<file path="src/rtl/cntry_vehicle_detector.sv">
// Country-road vehicle detector: synchronizes and debounces an inductive loop into
// car arrivals, keeps a saturating queue count, and drains it while country is GREEN.
module cntry_vehicle_detector #(
    parameter int unsigned DEBOUNCE    = 3,
    parameter int unsigned PASS_CYCLES = 2,
    parameter int unsigned QW          = 4
) (
    input  logic          clock,
    input  logic          clear,
    input  logic          loop_raw,
    input  logic [1:0]    cntry,
    output logic          X,
    output logic [QW-1:0] queue_cnt,
    output logic          arrival_pulse,
    output logic          overflow
);

    typedef enum logic [1:0] {
        IDLE,
        ARMING,
        OCCUPIED,
        RELEASING
    } state_t;

    localparam logic [3:0]    DEB_LAST  = 4'(DEBOUNCE - 1);
    localparam logic [3:0]    PASS_LAST = 4'(PASS_CYCLES - 1);
    localparam logic [QW-1:0] Q_MAX     = '1;
    localparam logic [1:0]    GREEN     = 2'd2;

    state_t       state;
    state_t       state_nxt;
    logic [3:0]   deb_cnt;
    logic [3:0]   deb_nxt;
    logic [3:0]   dep_cnt;
    logic [3:0]   dep_nxt;
    logic         sync_1;
    logic         s;
    logic         arrival;
    logic         departure;
    logic         green_busy;

    // Two-flop synchronizer; only s is visible to the debounce logic.
    always_ff @(posedge clock) begin
        if (!clear) begin
            sync_1 <= 1'b0;
            s      <= 1'b0;
        end else begin
            sync_1 <= loop_raw;
            s      <= sync_1;
        end
    end

    always_ff @(posedge clock) begin
        if (!clear) begin
            state   <= IDLE;
            deb_cnt <= '0;
        end else begin
            state   <= state_nxt;
            deb_cnt <= deb_nxt;
        end
    end

    always_comb begin
        state_nxt = state;
        deb_nxt   = deb_cnt;
        arrival   = 1'b0;
        case (state)
            IDLE: begin
                if (s) begin
                    if (DEBOUNCE == 1) begin
                        state_nxt = OCCUPIED;
                        deb_nxt   = '0;
                        arrival   = 1'b1;
                    end else begin
                        state_nxt = ARMING;
                        deb_nxt   = 4'd1;
                    end
                end
            end
            ARMING: begin
                if (!s) begin
                    state_nxt = IDLE;
                    deb_nxt   = '0;
                end else if (deb_cnt == DEB_LAST) begin
                    state_nxt = OCCUPIED;
                    deb_nxt   = '0;
                    arrival   = 1'b1;
                end else begin
                    deb_nxt = deb_cnt + 4'd1;
                end
            end
            OCCUPIED: begin
                if (!s) begin
                    if (DEBOUNCE == 1) begin
                        state_nxt = IDLE;
                        deb_nxt   = '0;
                    end else begin
                        state_nxt = RELEASING;
                        deb_nxt   = 4'd1;
                    end
                end
            end
            RELEASING: begin
                if (s) begin
                    state_nxt = OCCUPIED;
                    deb_nxt   = '0;
                end else if (deb_cnt == DEB_LAST) begin
                    state_nxt = IDLE;
                    deb_nxt   = '0;
                end else begin
                    deb_nxt = deb_cnt + 4'd1;
                end
            end
            default: begin
                state_nxt = IDLE;
                deb_nxt   = '0;
            end
        endcase
    end

    // A pass only progresses while GREEN with cars queued; otherwise it restarts.
    always_comb begin
        green_busy = (cntry == GREEN) && (queue_cnt != '0);
        departure  = green_busy && (dep_cnt == PASS_LAST);
        dep_nxt    = (green_busy && !departure) ? dep_cnt + 4'd1 : '0;
    end

    always_ff @(posedge clock) begin
        if (!clear) begin
            dep_cnt       <= '0;
            queue_cnt     <= '0;
            arrival_pulse <= 1'b0;
            overflow      <= 1'b0;
        end else begin
            dep_cnt       <= dep_nxt;
            arrival_pulse <= arrival;
            case ({arrival, departure})
                2'b10: begin
                    if (queue_cnt == Q_MAX) begin
                        overflow <= 1'b1;
                    end else begin
                        queue_cnt <= queue_cnt + 1'b1;
                    end
                end
                2'b01:   queue_cnt <= queue_cnt - 1'b1;
                default: queue_cnt <= queue_cnt;
            endcase
        end
    end

    assign X = |queue_cnt;

endmodule

</file>
<file path="config.mk">
export PLATFORM = sky130hd
export DESIGN_NAME = cntry_vehicle_detector
export DESIGN_NICKNAME = d
export VERILOG_FILES = /design/src/rtl/cntry_vehicle_detector.sv
export SDC_FILE = /design/constraint.sdc
export NUM_CORES = 1
export LEC_CHECK = 0
export CAP_MARGIN = 20
export CELL_PAD_IN_SITES_DETAIL_PLACEMENT = 0
export CELL_PAD_IN_SITES_GLOBAL_PLACEMENT = 2
export CORE_MARGIN = 2
export CORE_UTILIZATION = 34
export DETAILED_ROUTE_END_ITERATION = 12
export HOLD_SLACK_MARGIN = 0.12
export PLACE_DENSITY_LB_ADDON = 0.1
export SYNTH_ARGS = -nofsm -noshare
export SYNTH_HDL_FRONTEND = slang
export SYNTH_SLANG_ARGS = --single-unit
</file>
<file path="constraint.sdc">
create_clock -name clock -period 4.8 [get_ports clock]
set_clock_uncertainty 0.1 [all_clocks]
set_input_delay 0.96 -clock clock [delete_from_list [all_inputs] [get_ports clock]]
set_output_delay 0.96 -clock clock [all_outputs]
set_load 0.05 [all_outputs]
</file>
==> flow_summary.yaml <==
global_route:
  grt_pass1_vias: 607
  antenna_found_initial: 0
  overflow: 0
  grt_start_max_net_pins: 15
  grt_first_pass_wirelength_um: 2670
  grt.total_usage: 0.1251
synth:
  ys_seq_area_frac: 0.4085
  synth_area_um2: 882.1
  yosysWarnings: 0
  synth_nets: 106
  ys_seq_elements: 18
  avgSynthCellArea_um2: 9.189
  synth_cells: 96
  yosysUniqueCellTypes: 37
timing:
  rsz0062_at_grt: "false"
  slew_headroom: 0.6143
  tns_ns: 0
  setup_violations: 0
  period_needed_ns: 3.086
  min_period_over_period: 0.6430
  hold_viol_final: 0
  maxSlewViolCount: 0
  worstMarginPinSlew_ns: 0.5733
  max_freq_mhz: 324.0
power_and_ir_drop:
  power_density_nw_per_um2: 227.9
  ir_worst_vdd_mv: 0.1320
  power_leakage_uw: 0.0004065
detailed_routing:
  routed_wl_um: 1670
  post-route-drc-count: 0
  routedWlPerCell_um: 12.19
  drtIter0Drc: 6
  drtAntennaViolNets: 0
  drt_pass1_iterations: 4
  avgViaCountPerCell: 5.131
  vias: 703
worst_setup_path:
  endpoint_kind: "primary output"
  crit_chain: "nor4_1, inv_1, clkdlybuf4s50_1"
  crit_buf_inv: 2
  rr_endpoint: "queue_cnt[2]"
  ff2ff_setup_slack_ns: 2.32
  worstPathRequired_ns: 3.74
  critical_path_class: "reg -> out"
  crit_arrival_ns: 2.03
  max_stage_delay_ns: 0.71
  crit_slowest_cell: "clkdlybuf4s50_1"
  cp_max_fo: 8
  worstSetupStartpointType: "flip-flop"
  rr_worst_depth: 9
  crit_family: "buffers and inverters"
  r2r_start: "dep_cnt[0]"
layout:
  finalInstanceArea_um2: 1040
  area_growth_pct: 17.87
  final_cell_mix: "18 x dfxtp_1, 11 x clkdlybuf4s50_1, 10 x nor2_1"
  nets: 119
  mostFrequentLayoutCell: "dfxtp_1"
  n_antenna_cell: 0
  layout-drive-gt1-share: 0.05607
worst_hold_path:
  worstHoldStart: "sync_1"
  min_path_cells: 1
  min_to: "s"
  hold_path.class: "reg -> reg"
clock_tree:
  insertion_delay_ns: 0.28
  clock-sinks: 18
  hold_buffers: 0
  cts_root_buf: "clkbuf_4"
  h-tree-depth: 1
  post_cts_resized: 0
  cts_made_buffers: 3
  cts_tree: "built"
  path_clk_slew_ns: 0.10
  cts_buffer_depth: 2
  cts_setup_buffers: 0
floorplanning:
  row_count: 18
  die_area_um2: 3018
  fp.dieH_um: 54.94
  io_pins: 12
  core_um2: 2477
  die_x_um: 54.94
  start_util: 0.3561
run:
  max_cap_viol_count: 0
placed_design:
  placed_cell_area_um2: 1017
  place_congestion: 0.7245
  port_buffers: 11
  hpwl_um: 1222
run_status:
  status: "finished clean"
per-layer routing:
metal / GRT usage / part of all wire
met1: 0.1705 / 0.51
met2: 0.1885 / 0.47
met3: 0.04032 / 0.025
met4: 0.03659 / 0
met5: 0 / 0
cells in the mapped netlist, drive strengths merged:
cell type | n | area (µm²)
nand2b | 4 | 25.02
or4b | 1 | 10.01
and3 | 1 | 6.260
clkbuf | 2 | 7.510
nand3b | 1 | 7.510
mux2i | 5 | 53.80
a31o | 1 | 8.760
or3 | 1 | 6.260
xor2 | 2 | 17.52
o21ai | 2 | 10.01
inv | 5 | 18.77
a41oi | 1 | 8.760
o21a | 1 | 7.510
or3b | 1 | 11.26
nor3 | 2 | 10.01
a31oi | 2 | 12.51
nor4 | 2 | 12.51
nor4b | 2 | 17.52
a311oi | 1 | 8.760
o211a | 1 | 10.01
nand2 | 8 | 30.03
and4 | 1 | 8.760
and2 | 2 | 12.51
nand4bb | 1 | 11.26
nor3b | 2 | 15.01
dfxtp | 18 | 360.4
a21oi | 1 | 5.000
ha | 5 | 62.56
o22ai | 1 | 6.260
nor2 | 10 | 37.54
nand3 | 3 | 15.01
buf | 1 | 5.000
xnor2 | 2 | 17.52
a2bb2oi | 1 | 8.760
nor4bb | 1 | 10.01
nand4 | 1 | 6.260
cell families (layout without fill, tap and decap cells):
group	Yosys count	in the layout	share of synthesized area
buffers and inverters	8	19	0.03546
AND/OR/NAND/NOR	44	44	0.2865
flip-flops	18	18	0.4085
multiplexers	5	5	0.06099
AO/OA/AOI/OAI	12	12	0.09788
XOR/XNOR	4	4	0.03972
adder cells (fa/ha/maj)	5	5	0.07092
state kept, by name (all words and copies together), names as in the netlist, named ones only:
| signal | cells |
|---|---|
| deb_cnt | 4 |
| dep_cnt | 4 |
| sync_1 | 1 |
| queue_cnt | 4 |
| overflow | 1 |
| arrival_pulse | 1 |
| s | 1 |
| state | 1 |
area by class of cell:
type | count | area (µm²)
clock buffers | 3 | 22.52
fillers | 266 | 1438
inverters | 5 | 18.77
multi-input cells | 70 | 490.5
flip-flops and latches | 18 | 360.3
well taps | 30 | 37.54
repair buffers | 11 | 110.1
how the worst max path moves through the flow:
stage,startpoint,end,slack [ns],cells after the start
3_3_place_gp,cntry[0],queue_cnt[2],1.86,8
4_1_cts,queue_cnt[0],X,1.71,3
6_report,queue_cnt[0],X,1.71,3
2_1_floorplan,queue_cnt[1],X,2.30,3
3_5_place_dp,cntry[0],queue_cnt[2],1.80,8
5_1_grt,queue_cnt[0],X,1.56,3
report_power, final:
part	switching (µW)	internal, µW
Sequential	1.35	151
Clock	45.0	29.1
Combinational	5.26	5.45
Total	51.6	185
through the flow:
step | power, µW | setup slack, ns | hold slack (ns) | instances | util
6_report | 237.0 | 1.714 | 0.3508 | 137 | 0.4197
5_1_grt | 251.0 | 1.561 | 0.3781 | 137 | 0.4197
4_1_cts | 244.8 | 1.706 | 0.3566 | 137 | 0.4197
3_5_place_dp | 166.4 | 1.797 | 0.3309 | 134 | 0.4106
3_3_place_gp | 166.3 | 1.863 | 0.3315 | 134 | 0.4106
2_1_floorplan | 160.7 | 2.305 | 0.3119 | 96 | -
No activity file was read; power rests on OpenSTA's default activity.
==> variant 1: new RTL, same flow settings <==
The 4 states of `state_t` get a Gray code encoding in 2 bits.
--- a/src/rtl/cntry_vehicle_detector.sv
+++ b/src/rtl/cntry_vehicle_detector.sv
@@ -18,6 +18,6 @@
     typedef enum logic [1:0] {
-        IDLE,
-        ARMING,
-        OCCUPIED,
-        RELEASING
+        IDLE      = 2'b00,
+        ARMING    = 2'b01,
+        OCCUPIED  = 2'b11,
+        RELEASING = 2'b10
     } state_t;
Check against the original RTL: no difference found for any inputs over 10 cycles, from zero or initial values; not proved beyond that.
==> variant 1 against the original RTL <==
- cell area rose by 14%
- largest cell class unchanged
- critical path depth unchanged
- non-clock buffer count did not move
- sequential cell count unchanged
- synthesized area is 15% higher
- routed wire length grew 13%
- worst setup slack improved by 0.083 ns
- critical path type unchanged
Power is not compared: it rests on default switching activity, and its combinational part moved more than twofold at a synthesized area within 25%.
==> variant 1: results (changes against the original RTL) <==
status=finished, final reports clean; top_reg_cell synth=dfxtp_1; largest net degree at the start of global routing=19 (+4); drt first pass iters=4 (unchanged); Via Count=791 (+13%); r2r worst-path depth=9 (unchanged); fraction of layout cells with a size suffix above 1=7.50% (+1.9 points); top post-synthesis cells by count=dfxtp_1 (18), ha_1 (10), mux2i_1 (8), nand2_1 (8), nor2_1 (7); Placer Congestion=0.736 (+1.5%); synth unique cells=37 (unchanged); biggest regs=deb_cnt: 4 flops, dep_cnt: 4 flops, queue_cnt: 4 flops; Detail Placement HPWL=1380 µm (+13%); cts bufs inserted=3 (unchanged); postcts setup bufs=0 (unchanged); Starting DRT DRC Count=35 (+29); Worst Hold Class=reg -> reg; Syn Nets=123 (+16%); Total GRT Usage=13.2% (+0.72 points); Max Buffers Root-to-Sink=2 (unchanged); Worst Path Arrival=1.94 ns (-0.09 ns); Post-Synth Adder-Cell Area=12.3% (+5.2 points); complex-gate fraction of the synthesized area=9.59% (-0.19 points); Clk Latency, worst-skew pair=0.29 ns; Worst Hold Endpoint=s$_SDFF_PN0_; wire per inst=12.5 µm (+2.8%); Antenna Cells=0 (unchanged); final hold slack=0.350 ns (-0.000828 ns); Critical R2R Capture=queue_cnt[2]$_SDFFE_PN0P_; reg-to-reg setup timing slack=2.21 ns (-0.11 ns); Max FO, Critical Path=8 (unchanged); Worst-path clk slew=0.11 ns; GRT Residual Overflow=0 (unchanged); # resized after CTS=0 (unchanged); Hold Path Origin=sync_1$_SDFF_PN0_; top area cells in the synthesized netlist=dfxtp_1 (35%), ha_1 (12%), mux2i_1 (7.9%); Layout Nets=136 (+14%); Ys Warns=0 (unchanged); hold depth=1 (unchanged); Tightest Pin Transition=0.683 ns (+0.110 ns); first-pass GRT wire length=3480 µm (+30%); Synth async-reset ratio=0% (unchanged); H-tree Lvls=1 (unchanged); count of buffers from port buffering=11 (unchanged); multiplexer share of the synthesized area=8.98% (+2.9 points); Critical R2R Launch=deb_cnt[1]$_SDFFE_PN0P_; initial antenna violation count=0 (unchanged); worst vdd ir=0.117 mV; vias in the first global route=784 (+29%); Seq/Total Area, Yosys=35.4% (-5.4 points); Lkg Pwr=0.460 nW; XOR/XNOR share of the synthesized area=2.58% (-1.4 points)
[variant 1: changes by cell type in the layout (fill, tap and decap cells not counted), moves of 2 or more]
cell and delta:
nor3b_1 +2, nand2b_1 -2, ha_1 +5, nand3_1 +3, nor4_1 -2, a21boi_0 +2, nor2_1 -3, mux2i_1 +4
nor2b_1 +2, o21ai_0 +2, and2_1 +2
[variant 1: metal layers]
| layer | track usage, % | share of wire [%] | vias up |
|---|---|---|---|
| li1 | - | - | 406 |
| met1 | 17.8 | 51 | 372 |
| met2 | 20.5 | 45 | 11 |
| met3 | 1.98 | 2.8 | 2 |
| met4 | 6.82 | 0.90 | 0 |
| met5 | 0 | 0 | - |
[variant 1: area by class of cell]
cell class | count | area, µm²
fill | 290 | 1620
clock buffer | 4 | 36.3
timing repair buffer | 11 | 110
multi-input combinational | 82 | 626
inverter | 5 | 18.8
tap | 31 | 38.8
sequential | 18 | 360
[variant 1: cell families after synthesis]
kind of cell,Yosys count
simple gates,46
flops,18
compound gates,14
fa+ha+maj,10
mux,9
buf+inv,8
xor+xnor,3
[variant 1: per-stage QoR]
stage / cell area [µm²] / worst slack [ns] / power (mW) / std cells / utilization (%)
finish: 1190 / 1.80 / 0.282 / 151 / 42.4
floorplan: 1020 / 2.27 / 0.180 / 108 / -
CTS: 1190 / 1.76 / 0.286 / 151 / 42.4
global route: 1190 / 1.68 / 0.297 / 151 / 42.4
global placement: 1150 / 1.75 / 0.189 / 147 / 41.1
detailed placement: 1150 / 1.68 / 0.190 / 147 / 41.1
[variant 1: power by group]
part	internal, mW	leakage [nW]	switching [mW]	total, mW
registers	0.153	0.146	0.00361	0.156
clock network	0.0462	0.0210	0.0487	0.0949
logic	0.0138	0.293	0.0166	0.0305
total	0.213	0.460	0.0690	0.282
[variant 1: critical path, cell delays in order (launching register included)]
cell	delay, ns
dfxtp_1	0.40
nor4_2	0.46
inv_1	0.08
clkdlybuf4s50_1	0.71
[variant 1: worst max-delay path by stage]
stage                         startpoint                         to  cells after the start
6_report       queue_cnt[0]$_SDFFE_PN0P_                          X                      3
5_1_grt        queue_cnt[0]$_SDFFE_PN0P_                          X                      3
4_1_cts        queue_cnt[0]$_SDFFE_PN0P_                          X                      3
3_5_place_dp                    cntry[0]  queue_cnt[2]$_SDFFE_PN0P_                      8
3_3_place_gp                    cntry[0]  queue_cnt[2]$_SDFFE_PN0P_                      8
2_1_floorplan  queue_cnt[1]$_SDFFE_PN0P_  queue_cnt[2]$_SDFFE_PN0P_                      9
==> variant 2: new RTL, same flow settings <==
Without the edit above. Set the parameter `QW` to 6 (it was 4).
--- a/src/rtl/cntry_vehicle_detector.sv
+++ b/src/rtl/cntry_vehicle_detector.sv
@@ -5,3 +5,3 @@
     parameter int unsigned PASS_CYCLES = 2,
-    parameter int unsigned QW          = 4
+    parameter int unsigned QW          = 6
 ) (
Interface: changed (resized queue_cnt); port bits go from 12 to 14. The function was not compared with the original's and may differ.
==> variant 2 against the original RTL <==
- combinational power is 25% higher
- highest routed layer is now met4
- routed wire length grew 29%
- sequential cell count is 2 higher
- non-clock buffer count is 2 higher
- core utilization grew 0.92 points
- synthesized area rose by 23%
- cell area increased by 25%
- register-to-register slack got worse by 0.84 ns
- critical path type is now in -> reg
- worst setup slack worse by 0.48 ns
- total power is 37% higher
- via count up 24%
==> variant 2: results (changes against the original RTL) <==
vias in the first global route=843 (+39%); Via density=4.94 (-3.8%); fraction of layout cells with a size suffix above 1=8.33% (+2.7 points); metal2 WL=979 µm (+25%); met3 wire length=99 µm (+140%); largest net degree at the start of global routing=13 (-2); Post-Route WL=2160 µm (+29%); Tightest Pin Transition=0.515 ns (-0.0579 ns); Lkg Pwr=0.515 nW (+27%); Seq/Total Area, Yosys=37.0% (-3.8 points); power per cell area=251 nW/µm² (+9.9%); Worst-path clk slew=0.13 ns (+0.03 ns); r2r worst-path depth=12 (+3); internal cell power=259 µW (+40%); Layout Nets=147 (+24%); met1 usage in global routing=18.5% (+1.4 points); met2 Usage GRT=21.9% (+3.0 points); Sequential Power Share=52.5% (-12 points); Clk power=141 µW (+90%); Critical Path Slowest Stage Cell=a211oi_1; Non-Filler Instances=176 (+28%); biggest regs=queue_cnt: 6 flops, deb_cnt: 4 flops, dep_cnt: 4 flops; top post-synthesis cells by count=dfxtp_1 (20), nor2_1 (12), a21oi_1 (9); count of buffers from port buffering=13 (+2); Total GRT Usage=13.9% (+1.4 points); worst vdd ir=0.0996 mV (-25%); CP top delay family=compound AO/OA/AOI/OAI gates; Detail Placement HPWL=1650 µm (+35%); synth unique cells=41 (+11%); top area cells in the synthesized netlist=dfxtp_1 (37%), ha_1 (9.3%), a21oi_1 (4.2%); wl on met1=1070 µm (+26%); Starting DRT DRC Count=15 (+9); Synth async-reset ratio=0% (unchanged); Max FO, Critical Path=11 (+3); grt met3 use=2.56% (-1.5 points); Placer Congestion=0.747 (+3.1%); Syn Nets=132 (+25%); DR top layer=met4; Worst Path Arrival=3.72 ns (+1.69 ns); fillcell total=314 (+18%); CP peak stage delay=0.41 ns (-0.30 ns); Mapped Cells=118 (+23%); Antenna Cells=0 (unchanged); status=finished, final reports clean; cell total after placement=172 (+28%); first-pass GRT wire length=3730 µm (+40%); Clk Latency, worst-skew pair=0.30 ns (+0.02 ns)
[variant 2: cell types whose count changed after synthesis, moves of 3 or more]
cell / change
a21oi_1: +8
ha_1: +3
nand2_1: -3
nand3_1: +4
o21ai_0: +5
[variant 2: cell families (layout without fill, tap and decap cells)]
group,after synthesis,count (layout),synth area share (%)
and+or+nand+nor,46,46,23.5
buffers and inverters,9,23,5.09
muxes,3,3,3.12
xor gates and xnor gates,4,4,3.24
AOI/OAI and AO/OA,27,27,16.9
DFF,20,20,37.0
adders and majority gates,9,9,11.1
[variant 2: metrics by stage]
step	hold slack, ns	worst slack [ns]	utilization [%]	area [µm²]
after global placement	0.320	1.02	41.2	1250
after global routing	0.376	1.12	42.9	1300
after CTS	0.353	1.28	42.9	1300
after detailed placement	0.323	0.955	41.2	1250
after floorplan	0.312	1.55	-	1080
final	0.352	1.23	42.9	1300
[variant 2: final timing paths]
| kind | slack [ns] | start | endpoint |
|---|---|---|---|
| setup / recovery | 1.23 | cntry[0] | queue_cnt[5]$_SDFFE_PN0P_ |
| hold / removal | 0.35 | sync_1$_SDFF_PN0_ | s$_SDFF_PN0_ |
| setup reg to reg | 1.48 | deb_cnt[0]$_SDFFE_PN0P_ | queue_cnt[5]$_SDFFE_PN0P_ |
| hold reg to reg | 0.35 | sync_1$_SDFF_PN0_ | s$_SDFF_PN0_ |
[variant 2: area by class of cell]
cell class / count / area, µm² / share of cell area (%)
flip-flops and latches: 20 / 400 / 30.8
clock inverters: 1 / 30.0 / 2.31
well taps: 44 / 55.1 / 4.24
inverters: 6 / 35.0 / 2.70
clock buffers: 3 / 22.5 / 1.73
multi-input cells: 89 / 626 / 48.2
repair buffers: 13 / 130 / 10.0
